===== src/rtl/gb_timer.sv =====
// DMG timer/divider (DIV/TIMA/TMA/TAC at FF04h-FF07h): reads are combinational, writes land on the next clock.
// TIMA overflow holds 00h for four ce cycles, then reloads from TMA with a one-ce-cycle irq pulse.
module gb_timer #(
    parameter int TCYCLE_DIV = 1
) (
    input  logic        clock,
    input  logic        reset,
    input  logic [15:0] A,
    input  logic [7:0]  Di,
    output logic [7:0]  Do,
    input  logic        rd_n,
    input  logic        wr_n,
    input  logic        cs,
    output logic        irq
);

    typedef enum logic [1:0] {
        RUN = 2'd0,
        OVF = 2'd1,
        RLD = 2'd2
    } state_t;

    localparam int CW = (TCYCLE_DIV > 1) ? $clog2(TCYCLE_DIV) : 1;

    state_t      state;
    logic [15:0] div_cnt;
    logic [7:0]  tima;
    logic [7:0]  tma;
    logic [2:0]  tac;
    logic [1:0]  dly;
    logic        prev_sel;
    logic        ce;
    logic        tick_bit;
    logic        sel;
    logic        inc_evt;
    logic        wr_div;
    logic        wr_tima;
    logic        wr_tma;
    logic        wr_tac;
    logic        unused_addr;

    assign unused_addr = ^A[15:2];

    generate
        if (TCYCLE_DIV > 1) begin : g_ce_div
            logic [CW-1:0] ce_cnt;
            always_ff @(posedge clock) begin
                if (reset) begin
                    ce_cnt <= '0;
                end else if (ce_cnt == CW'(TCYCLE_DIV - 1)) begin
                    ce_cnt <= '0;
                end else begin
                    ce_cnt <= ce_cnt + 1'b1;
                end
            end
            assign ce = (ce_cnt == CW'(TCYCLE_DIV - 1));
        end else begin : g_ce_one
            assign ce = 1'b1;
        end
    endgenerate

    assign wr_div  = cs && !wr_n && (A[1:0] == 2'd0);
    assign wr_tima = cs && !wr_n && (A[1:0] == 2'd1);
    assign wr_tma  = cs && !wr_n && (A[1:0] == 2'd2);
    assign wr_tac  = cs && !wr_n && (A[1:0] == 2'd3);

    always_comb begin
        tick_bit = div_cnt[9];
        case (tac[1:0])
            2'd0: tick_bit = div_cnt[9];
            2'd1: tick_bit = div_cnt[3];
            2'd2: tick_bit = div_cnt[5];
            2'd3: tick_bit = div_cnt[7];
            default: tick_bit = div_cnt[9];
        endcase
    end

    // Edge detect runs every clock so DIV clears and TAC changes glitch TIMA like the real part.
    assign sel     = tick_bit && tac[2];
    assign inc_evt = prev_sel && !sel;

    always_comb begin
        Do = 8'hFF;
        if (cs && !rd_n) begin
            case (A[1:0])
                2'd0: Do = div_cnt[15:8];
                2'd1: Do = tima;
                2'd2: Do = tma;
                2'd3: Do = {5'b11111, tac};
                default: Do = 8'hFF;
            endcase
        end
    end

    always_ff @(posedge clock) begin
        if (reset) begin
            state    <= RUN;
            div_cnt  <= 16'h0000;
            tima     <= 8'h00;
            tma      <= 8'h00;
            tac      <= 3'b000;
            dly      <= 2'd0;
            prev_sel <= 1'b0;
            irq      <= 1'b0;
        end else begin
            prev_sel <= sel;

            if (wr_div) begin
                div_cnt <= 16'h0000;
            end else if (ce) begin
                div_cnt <= div_cnt + 16'd1;
            end

            if (wr_tma) begin
                tma <= Di;
            end
            if (wr_tac) begin
                tac <= Di[2:0];
            end
            if (ce) begin
                irq <= 1'b0;
            end

            case (state)
                RUN: begin
                    if (wr_tima) begin
                        tima <= Di;
                    end else if (inc_evt) begin
                        if (tima == 8'hFF) begin
                            tima  <= 8'h00;
                            dly   <= 2'd3;
                            state <= OVF;
                        end else begin
                            tima <= tima + 8'd1;
                        end
                    end
                end
                OVF: begin
                    // A CPU write here aborts the pending reload and its interrupt.
                    if (wr_tima) begin
                        tima  <= Di;
                        state <= RUN;
                    end else if (ce) begin
                        if (dly == 2'd0) begin
                            tima  <= tma;
                            irq   <= 1'b1;
                            state <= RLD;
                        end else begin
                            dly <= dly - 2'd1;
                        end
                    end
                end
                RLD: begin
                    if (wr_tma) begin
                        tima <= Di;
                    end
                    if (ce) begin
                        state <= RUN;
                    end
                end
                default: state <= RUN;
            endcase
        end
    end

endmodule

===== config.mk =====
export PLATFORM = sky130hd
export DESIGN_NAME = gb_timer
export DESIGN_NICKNAME = d
export VERILOG_FILES = /design/src/rtl/gb_timer.sv
export SDC_FILE = /design/constraint.sdc
export NUM_CORES = 1
export LEC_CHECK = 0
export ABC_AREA = 1
export CORE_MARGIN = 2
export CORE_UTILIZATION = 32
export DETAILED_ROUTE_END_ITERATION = 10
export DONT_BUFFER_PORTS = 1
export GPL_TIMING_DRIVEN = 0
export PLACE_DENSITY = 0.45
export SYNTH_ARGS = -nofsm -noshare
export SYNTH_HDL_FRONTEND = slang
export SYNTH_SLANG_ARGS = --single-unit

===== constraint.sdc =====
create_clock -name clock -period 2 [get_ports clock]
set_clock_uncertainty 0.05 [all_clocks]
set_input_delay 0.4 -clock clock [delete_from_list [all_inputs] [get_ports clock]]
set_output_delay 0.4 -clock clock [all_outputs]
set_load 0.01 [all_outputs]

==> impl_results.md, run 1 <==
- Setup-failing EPs final: 0
- ANT nets after route: 0
- Clock Latency Late Sink: 300 ps
- Port Buffer Count: 0
- Hold Buf Count CTS: 0
- Share of the synthesized area in the top cell type: 32.2%
- Most common cell in the netlist: nand2_1
- Most frequent cells after synthesis: 95 x nand2_1, 54 x inv_1, 51 x nor2_1
- Top delay family on crit path: compound AO/OA/AOI/OAI gates
- Vias in the first global route: 2,294
- TritonCTS clock tree: built
- Mapped Nets: 432
- Initial core utilization: 33.0%
- ANT cells: 0
- Yosys reg bits: 41
- Final Net Count: 441
- CTS buffer count: 5
- Clock buffer depth: 2
- Register area share after synthesis: 32.2%
- Die W: 93.2 um
- Critical path arrival: 1410 ps
- Final hold violations: 0
- Leakage power: 1.17 nW
- Area growth syn-to-layout: 9.58%
- Cell count after synthesis: 396
- Max Slew Vio Count: 0
- Worst-Margin Slew: 548 ps
- WL/cell: 13.7 um
- Synth Flop Type: dfxtp_1
- Post-placement worst setup slack: 129 ps
- CP max stage cell: dfxtp_1
- Global-route wire length before repair: 11,700 um
- Max-capacitance violation count: 0
- CP cell instances: inv_1 > nor2_1 > a221oi_1 > o211ai_1
- CTS Sinks: 41
- Max incr delay on CP: 340 ps
- I/O Pins: 38
- Syn Area/Cell: 6.43 sq um
- Crit start category: flip-flop
- Slew margin rel.: 63.3%
- GRT Total Usage: 17.2%
- Async SR Flop Fraction: 0%
- CP Capture Type: output port
- Total gr overflow: 0
- DR vias: 2,432
- DRT Wirelength: 6960 um
- Fin crit share: 93.1%
- EDFF count, synth: 0
- Iter 0 DRT Violations: 121
- Setup TNS Final: 0 ps
- Die Y: 93.2 um
- Reg clk slew, reported paths: 90 ps
- Die Footprint: 8690 sq um
- Ys Warns: 0
- Top post-synthesis cells by area: dfxtp_1 32%, nand2_1 14%, inv_1 8.0%, nor2_1 7.5%, nand3_1 5.1%
- Vias per cell: 4.79
- Layout cells sized above 1: 10.3%
- CP Max Fanout: 3
- Worst path required time: 1550 ps
- Max Freq: 537 MHz
- Initial antenna violation count: 0
- Fillcell total: 847
- Syn Std Cell Area: 2550 sq um
- # rows: 32
- Largest net degree at the start of global routing: 13
- Maximum vdd drop: 0.217 mV
- Final Critical Period: 1860 ps
- Pwr Density: 580 nW/um^2
- CTS resizes: 0
- Dpl hpwl: 5470 um
- Critical path type: reg2out
- Worst hold path class: in2reg
- Status: finished, final reports clean
- Yosys cell types: 30
- Drt pass-1 iters: 4
- Final worst slack: 139 ps
- CTS H-tree depth: 2
- CP Buf/Inv Count: 1
- Core box area: 7730 sq um
- Drt drc: 0
- Yosys top cell by area: dfxtp_1
- RSZ-0062 raised after global routing: no
- GPL Wtd Cong: 0.815
- Root Buffer: clkbuf_8
flip-flops by register name, indices dropped and copies added, names as in the netlist:
name	flops
tac	3
tma	8
tima	8
irq	1
div_cnt	16
prev_sel	1
state	2
dly	2
cell type report:
class	instances	area [sq um]	area share (%)
clock inverter	1	5.00	0.179
sequential	41	821	29.4
multi-input combinational	287	1450	51.9
timing repair buffer	2	15.0	0.538
inverter	59	224	8.03
clock buffer	7	96.3	3.45
buffer	9	53.8	1.93
tap	102	128	4.57
worst paths after layout:
kind,from,endpoint,slack [ps],cells past startpoint
max,tima[1],Do[1],140,4
min,Di[0],tma[0],180,2
max reg2reg,state[0],tima[3],180,10
min reg2reg,div_cnt[0],div_cnt[0],400,1
power breakdown:
part / leakage [nW] / internal, mW / switching (mW)
Clock: 0.0542 / 0.313 / 0.311
Sequential: 0.332 / 0.834 / 0.0177
Combinational: 0.787 / 0.0456 / 0.0955
Total: 1.17 / 1.19 / 0.424
metal layers:
metal,vias up,routed length (um),track usage (%)
met5,-,0,0
met4,0,150,6.25
met3,12,320,3.87
met2,51,3160,28.6
met1,1069,3340,21.9
li1,1300,-,-
logic make-up (layout without fill, tap and decap cells):
group           Yosys count  after routing  synth area share, %
fa+ha+maj                 7              7                 3.44
compound gates           72             72                 16.9
buf+inv                  68             78                 10.9
flops                    41             41                 32.2
xor+xnor                  1              1                0.344
simple gates            207            207                 36.2
what timing repair did:
| action | CTS | global route |
|---|---|---|
| buffers inserted | 0 | 2 |
| setup endpoints to repair | 0 | 2 |
| hold endpoints to repair | 0 | 0 |
placed cells by master, fill, tap and decap left out, types with 3 or more instances in the layout:
cell / count
a21oi_1: 25
a221oi_1: 8
buf_2: 4
clkbuf_1: 3
clkbuf_8: 7
dfxtp_1: 41
ha_1: 7
inv_1: 54
inv_2: 4
nand2_1: 95
nand2_2: 8
nand3_1: 26
nand4_1: 7
nor2_1: 51
nor2_2: 5
nor2_4: 3
nor3_1: 7
o211ai_1: 8
o21ai_0: 22
o21bai_1: 3
through the flow:
step / utilization (%) / area [sq um] / std cells / hold WS [ps] / total power, mW
final: 36.1 / 2790 / 508 / 181 / 1.62
after global routing: 36.1 / 2790 / 508 / 172 / 1.72
after CTS: 35.9 / 2780 / 506 / 174 / 1.64
after detailed placement: 34.6 / 2670 / 498 / 391 / 1.01
after global placement: 34.6 / 2670 / 498 / 383 / 1.01
after floorplan: - / 2550 / 396 / 368 / 0.976
(Power assumes the default switching activity.)
==> inputs of run 2 (changes only) <==
Clock period 2 ns to 1.9 ns, I/O delays scaled along.
==> run 2 against run 1 <==
- flip-flop and latch count did not move
- cell count rose by 0.39%
- clock power rose by 5.8%
==> impl_results.md, run 2 (synthesized netlist as in run 1, its figures left out) <==
- DRT Wirelength: 7000 um (+0.50%)
- Hold Buf Count CTS: 0 (unchanged)
- TritonCTS clock tree: built
- DR vias: 2,448 (+0.66%)
- Core box area: 7730 sq um (unchanged)
- I/O Pins: 38 (unchanged)
- CP Capture Type: output port
- Global-route wire length before repair: 11,700 um (unchanged)
- Leakage power: 1.19 nW (+1.3%)
- Layout cells sized above 1: 12.3% (+1.9 points)
- Dpl hpwl: 5470 um (unchanged)
- Largest Register: div_cnt
- # rows: 32 (unchanged)
- GPL Wtd Cong: 0.815 (unchanged)
- FF+latch area: 823 sq um (+0.30%)
- Final hold violations: 0 (unchanged)
- Reg clk slew, reported paths: 90 ps (about the same)
- Area of the multi-input gates: 1460 sq um (+1.1%)
- Commonest non-fill, non-tap cell in the layout: nand2_1
- Maximum vdd drop: 0.229 mV (+5.3%)
- Worst-Margin Slew: 549 ps (+0.558 ps)
- Max-capacitance violation count: 0 (unchanged)
- Final Critical Period: 1760 ps
- GRT Total Usage: 17.2% (unchanged)
- Largest net degree at the start of global routing: 13 (unchanged)
- ANT cells: 0 (unchanged)
- ANT nets after route: 0 (unchanged)
- Pwr Density: 603 nW/um^2 (+4.0%)
- WL/cell: 13.7 um (+0.11%)
- Die Y: 93.2 um (unchanged)
- Die Footprint: 8690 sq um (unchanged)
- Vias per cell: 4.80 (+0.26%)
- Drt drc: 0 (unchanged)
- Clock buffer depth: 2 (unchanged)
- Largest regs: div_cnt: 16 flops, tima: 8 flops, tma: 8 flops
- Design Area, Final: 2830 sq um (+1.5%)
- Crit start category: flip-flop
- Fin crit share: 92.4%
- Total gr overflow: 0 (unchanged)
- CTS H-tree depth: 2 (unchanged)
- Port Buffer Count: 0 (unchanged)
- Max Freq: 570 MHz
- Iter 0 DRT Violations: 122 (+0.83%)
- Slew margin rel.: 63.3% (about the same)
- Setup-failing EPs final: 0 (unchanged)
- Vias in the first global route: 2,294 (unchanged)
- CTS buffer count: 5 (unchanged)
- CTS Sinks: 41 (unchanged)
- Fillcell total: 851 (+0.47%)
- Max Slew Vio Count: 0 (unchanged)
- Die W: 93.2 um (unchanged)
- Worst path required time: 1470 ps (-80 ps)
- Most frequent cells in the layout: 95 x nand2_1, 53 x inv_1, 51 x nor2_1
- Clock Latency Late Sink: 300 ps (about the same)
- Worst hold path class: in2reg
- Status: finished, final reports clean
- CP Max Fanout: 3 (unchanged)
- Largest register FFs: 16 (unchanged)
- Initial antenna violation count: 0 (unchanged)
- Root Buffer: clkbuf_8
- Drt pass-1 iters: 4 (unchanged)
- Placed cell areas: 2670 sq um (unchanged)
- Initial core utilization: 33.0% (unchanged)
- Setup TNS Final: 0 ps (unchanged)
- Area growth syn-to-layout: 11.3%
- Critical path arrival: 1330 ps (-80 ps)
- RSZ-0062 raised after global routing: no
- Final Net Count: 443 (+0.45%)
- Critical path type: reg2out
[run 2: final cells by class]
cell class / count / share of cell area, %
inverters: 59 / 8.04
well taps: 102 / 4.51
repair buffers: 4 / 1.06
clock inverters: 1 / 0.177
clock buffers: 7 / 3.40
flip-flops and latches: 41 / 29.1
plain buffers: 9 / 2.08
multi-input cells: 287 / 51.7
[run 2: critical path, stage by stage, from the launching register on]
cell and delay [ps]:
dfxtp_1 340, inv_1 110, nor2_1 60, a221oi_1 280, o211ai_1 240
[run 2: worst paths after layout]
| path | startpoint | to | slack [ps] | cells past startpoint |
|---|---|---|---|---|
| hold reg to reg | div_cnt[0] | div_cnt[0] | 400 | 1 |
| setup reg to reg | state[0] | tima[4] | 150 | 10 |
| hold / removal | Di[0] | tma[0] | 160 | 2 |
| setup / recovery | tima[0] | Do[0] | 140 | 4 |
[run 2: metal layers]
layer	up-vias	wire, um	GRT usage (%)
li1	1305	-	-
met1	1091	3340	21.9
met2	40	3190	28.6
met3	12	317	3.87
met4	0	145	6.25
met5	-	0	0
[run 2: power by group]
group / total, mW / internal, mW / switching (mW)
clock network: 0.660 / 0.329 / 0.331
logic: 0.150 / 0.0487 / 0.101
registers: 0.897 / 0.878 / 0.0191
total: 1.71 / 1.26 / 0.451
[run 2: stage by stage]
step	power, mW	setup WS [ps]	hold slack (ps)	instances	utilization (%)
after floorplan	1.03	372	368	396	-
after global placement	1.07	42.9	383	498	34.6
after detailed placement	1.07	49.2	391	498	34.6
after CTS	1.73	38.3	154	506	35.9
after global routing	1.81	28.0	152	510	36.7
final	1.71	144	158	510	36.7
[run 2: repair_timing]
action	in CTS	in global routing
setup endpoints to repair	0	9
resized for setup	0	9
buffers inserted	0	4
==> inputs of run 3 (changes only) <==
Settings changed: SLEW_MARGIN from default to 10.
Clock period 1.9 ns to 2.2 ns, I/O delays scaled along.
==> run 3 against run 2 <==
- clock power shrank 13%
- count of clock-buffer cells in the layout stayed put
- hold slack better by 62 ps
- sequential power decreased by 14%
- global-route usage did not move
- design area fell by 2.0%
- critical endpoint is now Do[1]
- largest power group unchanged
- highest routed layer unchanged
- first-iteration DRC count decreased by 25%
==> impl_results.md, run 3 (synthesized netlist as in run 1, its figures left out) <==
- Total gr overflow: 0 (unchanged)
- Max Freq: 525 MHz
- Status: finished, final reports clean
- Final Util: 35.9% (-0.74 points)
- Post-CTS Setup Inserts: 0 (unchanged)
- Root Buffer: clkbuf_8
- Die W: 93.2 um (unchanged)
- Setup TNS Final: 0 ps (unchanged)
- Iter 0 DRT Violations: 91 (-25%)
- HP Start: Di[0]
- Worst reg2reg path startpoint: state[1]
- Top layer in use: met4
- Worst hold path class: in2reg
- Core box area: 7730 sq um (unchanged)
- Layout cells sized above 1: 9.90% (-2.4 points)
- Clock Latency Late Sink: 300 ps (about the same)
- Final Critical Period: 1910 ps
- Initial core utilization: 33.0% (unchanged)
- WL met3: 280 um (-12%)
- GPL Wtd Cong: 0.815 (unchanged)
- R2R Setup Slk: 320 ps (+170 ps)
- TritonCTS clock tree: built
- Routed length on met2: 3160 um (-1.0%)
- Reg clk slew, reported paths: 90 ps (about the same)
- Commonest non-fill, non-tap cell in the layout: nand2_1
- CTS resizes: 0 (unchanged)
- Setup-failing EPs final: 0 (unchanged)
- GRT Total Usage: 17.2% (unchanged)
- Final worst slack: 295 ps (+150 ps)
- CP Capture Type: output port
- CTS Sinks: 41 (unchanged)
- CTS H-tree depth: 2 (unchanged)
- Worst path required time: 1710 ps (+240 ps)
- Vias in the first global route: 2,294 (unchanged)
- Critical path arrival: 1420 ps (+90 ps)
- DRT met1 WL: 3370 um (+0.66%)
- CP Max Fanout: 3 (unchanged)
- DR vias: 2,421 (-1.1%)
- DRT Wirelength: 6960 um (-0.60%)
- Drt pass-1 iters: 4 (unchanged)
- Initial antenna violation count: 0 (unchanged)
- Largest register FFs: 16 (unchanged)
- CP startpoint: tima[1]
- Global-route wire length before repair: 11,700 um (unchanged)
- Dpl hpwl: 5470 um (unchanged)
- CTS buffer count: 5 (unchanged)
- Hold Buf Count CTS: 0 (unchanged)
- Largest Register: div_cnt
- ANT nets after route: 0 (unchanged)
- Die Footprint: 8690 sq um (unchanged)
- Maximum vdd drop: 0.197 mV (-14%)
- Design Area, Final: 2780 sq um (-2.0%)
- Clock buffer depth: 2 (unchanged)
- # rows: 32 (unchanged)
- Drt drc: 0 (unchanged)
- Max Slew Vio Count: 0 (unchanged)
- Port Buffer Count: 0 (unchanged)
- Area growth syn-to-layout: 8.99%
- Vias per cell: 4.78 (-0.32%)
- RSZ-0062 raised after global routing: no
- Crit start category: flip-flop
- Slew margin rel.: 63.1% (-0.20 points)
- Most frequent cells in the layout: 95 x nand2_1, 54 x inv_1, 51 x nor2_1
- Pwr Density: 531 nW/um^2 (-12%)
- Leakage power: 1.16 nW (-2.3%)
- Worst-Margin Slew: 551 ps (+2.92 ps)
- I/O Pins: 38 (unchanged)
- ANT cells: 0 (unchanged)
- Placed cell areas: 2670 sq um (unchanged)
- Final Net Count: 439 (-0.90%)
- WL/cell: 13.7 um (+0.19%)
- Largest net degree at the start of global routing: 13 (unchanged)
- Largest regs: div_cnt: 16 flops, tima: 8 flops, tma: 8 flops
- Post-placement worst setup slack: 289 ps (+240 ps)
- Critical path type: reg2out
- Die Y: 93.2 um (unchanged)
- Max-capacitance violation count: 0 (unchanged)
- Fin crit share: 86.6%
- Final hold violations: 0 (unchanged)
[run 3: metal layers]
layer	track usage, %	vias up
li1	-	1297
met1	21.9	1073
met2	28.6	39
met3	3.87	12
met4	6.25	0
met5	0	-
[run 3: final cells by class]
type,count,area (sq um)
buffer,9,53.8
clock buffer,7,96.3
tap,102,128
clock inverter,1,5.00
inverter,59,224
multi-input combinational,287,1450
fill,851,4950
sequential,41,821
[run 3: path summary, 6_finish.rpt]
kind | end | depth (start not counted)
min reg2reg | div_cnt[0] | 1
max reg2reg | dly[0] | 10
max | Do[1] | 4
min | tma[0] | 2
[run 3: through the flow]
stage | power [mW] | hold slack, ps | std cells
floorplan | 0.888 | 368 | 396
global placement | 0.922 | 383 | 498
detailed placement | 0.921 | 391 | 498
CTS | 1.49 | 214 | 506
global route | 1.56 | 212 | 506
finish | 1.47 | 220 | 506
[run 3: where the power goes]
group	switching [mW]	total (mW)	internal, mW	leakage (nW)
Clock	0.287	0.571	0.284	0.0542
Combinational	0.0866	0.128	0.0415	0.775
Sequential	0.0162	0.775	0.759	0.332
Total	0.389	1.47	1.08	1.16
[run 3: worst max-delay path, cell delays in order, from the launching register on]
cell,delay (ps)
dfxtp_1,340
inv_1,130
nor2_1,60
a221oi_1,330
o211ai_1,260
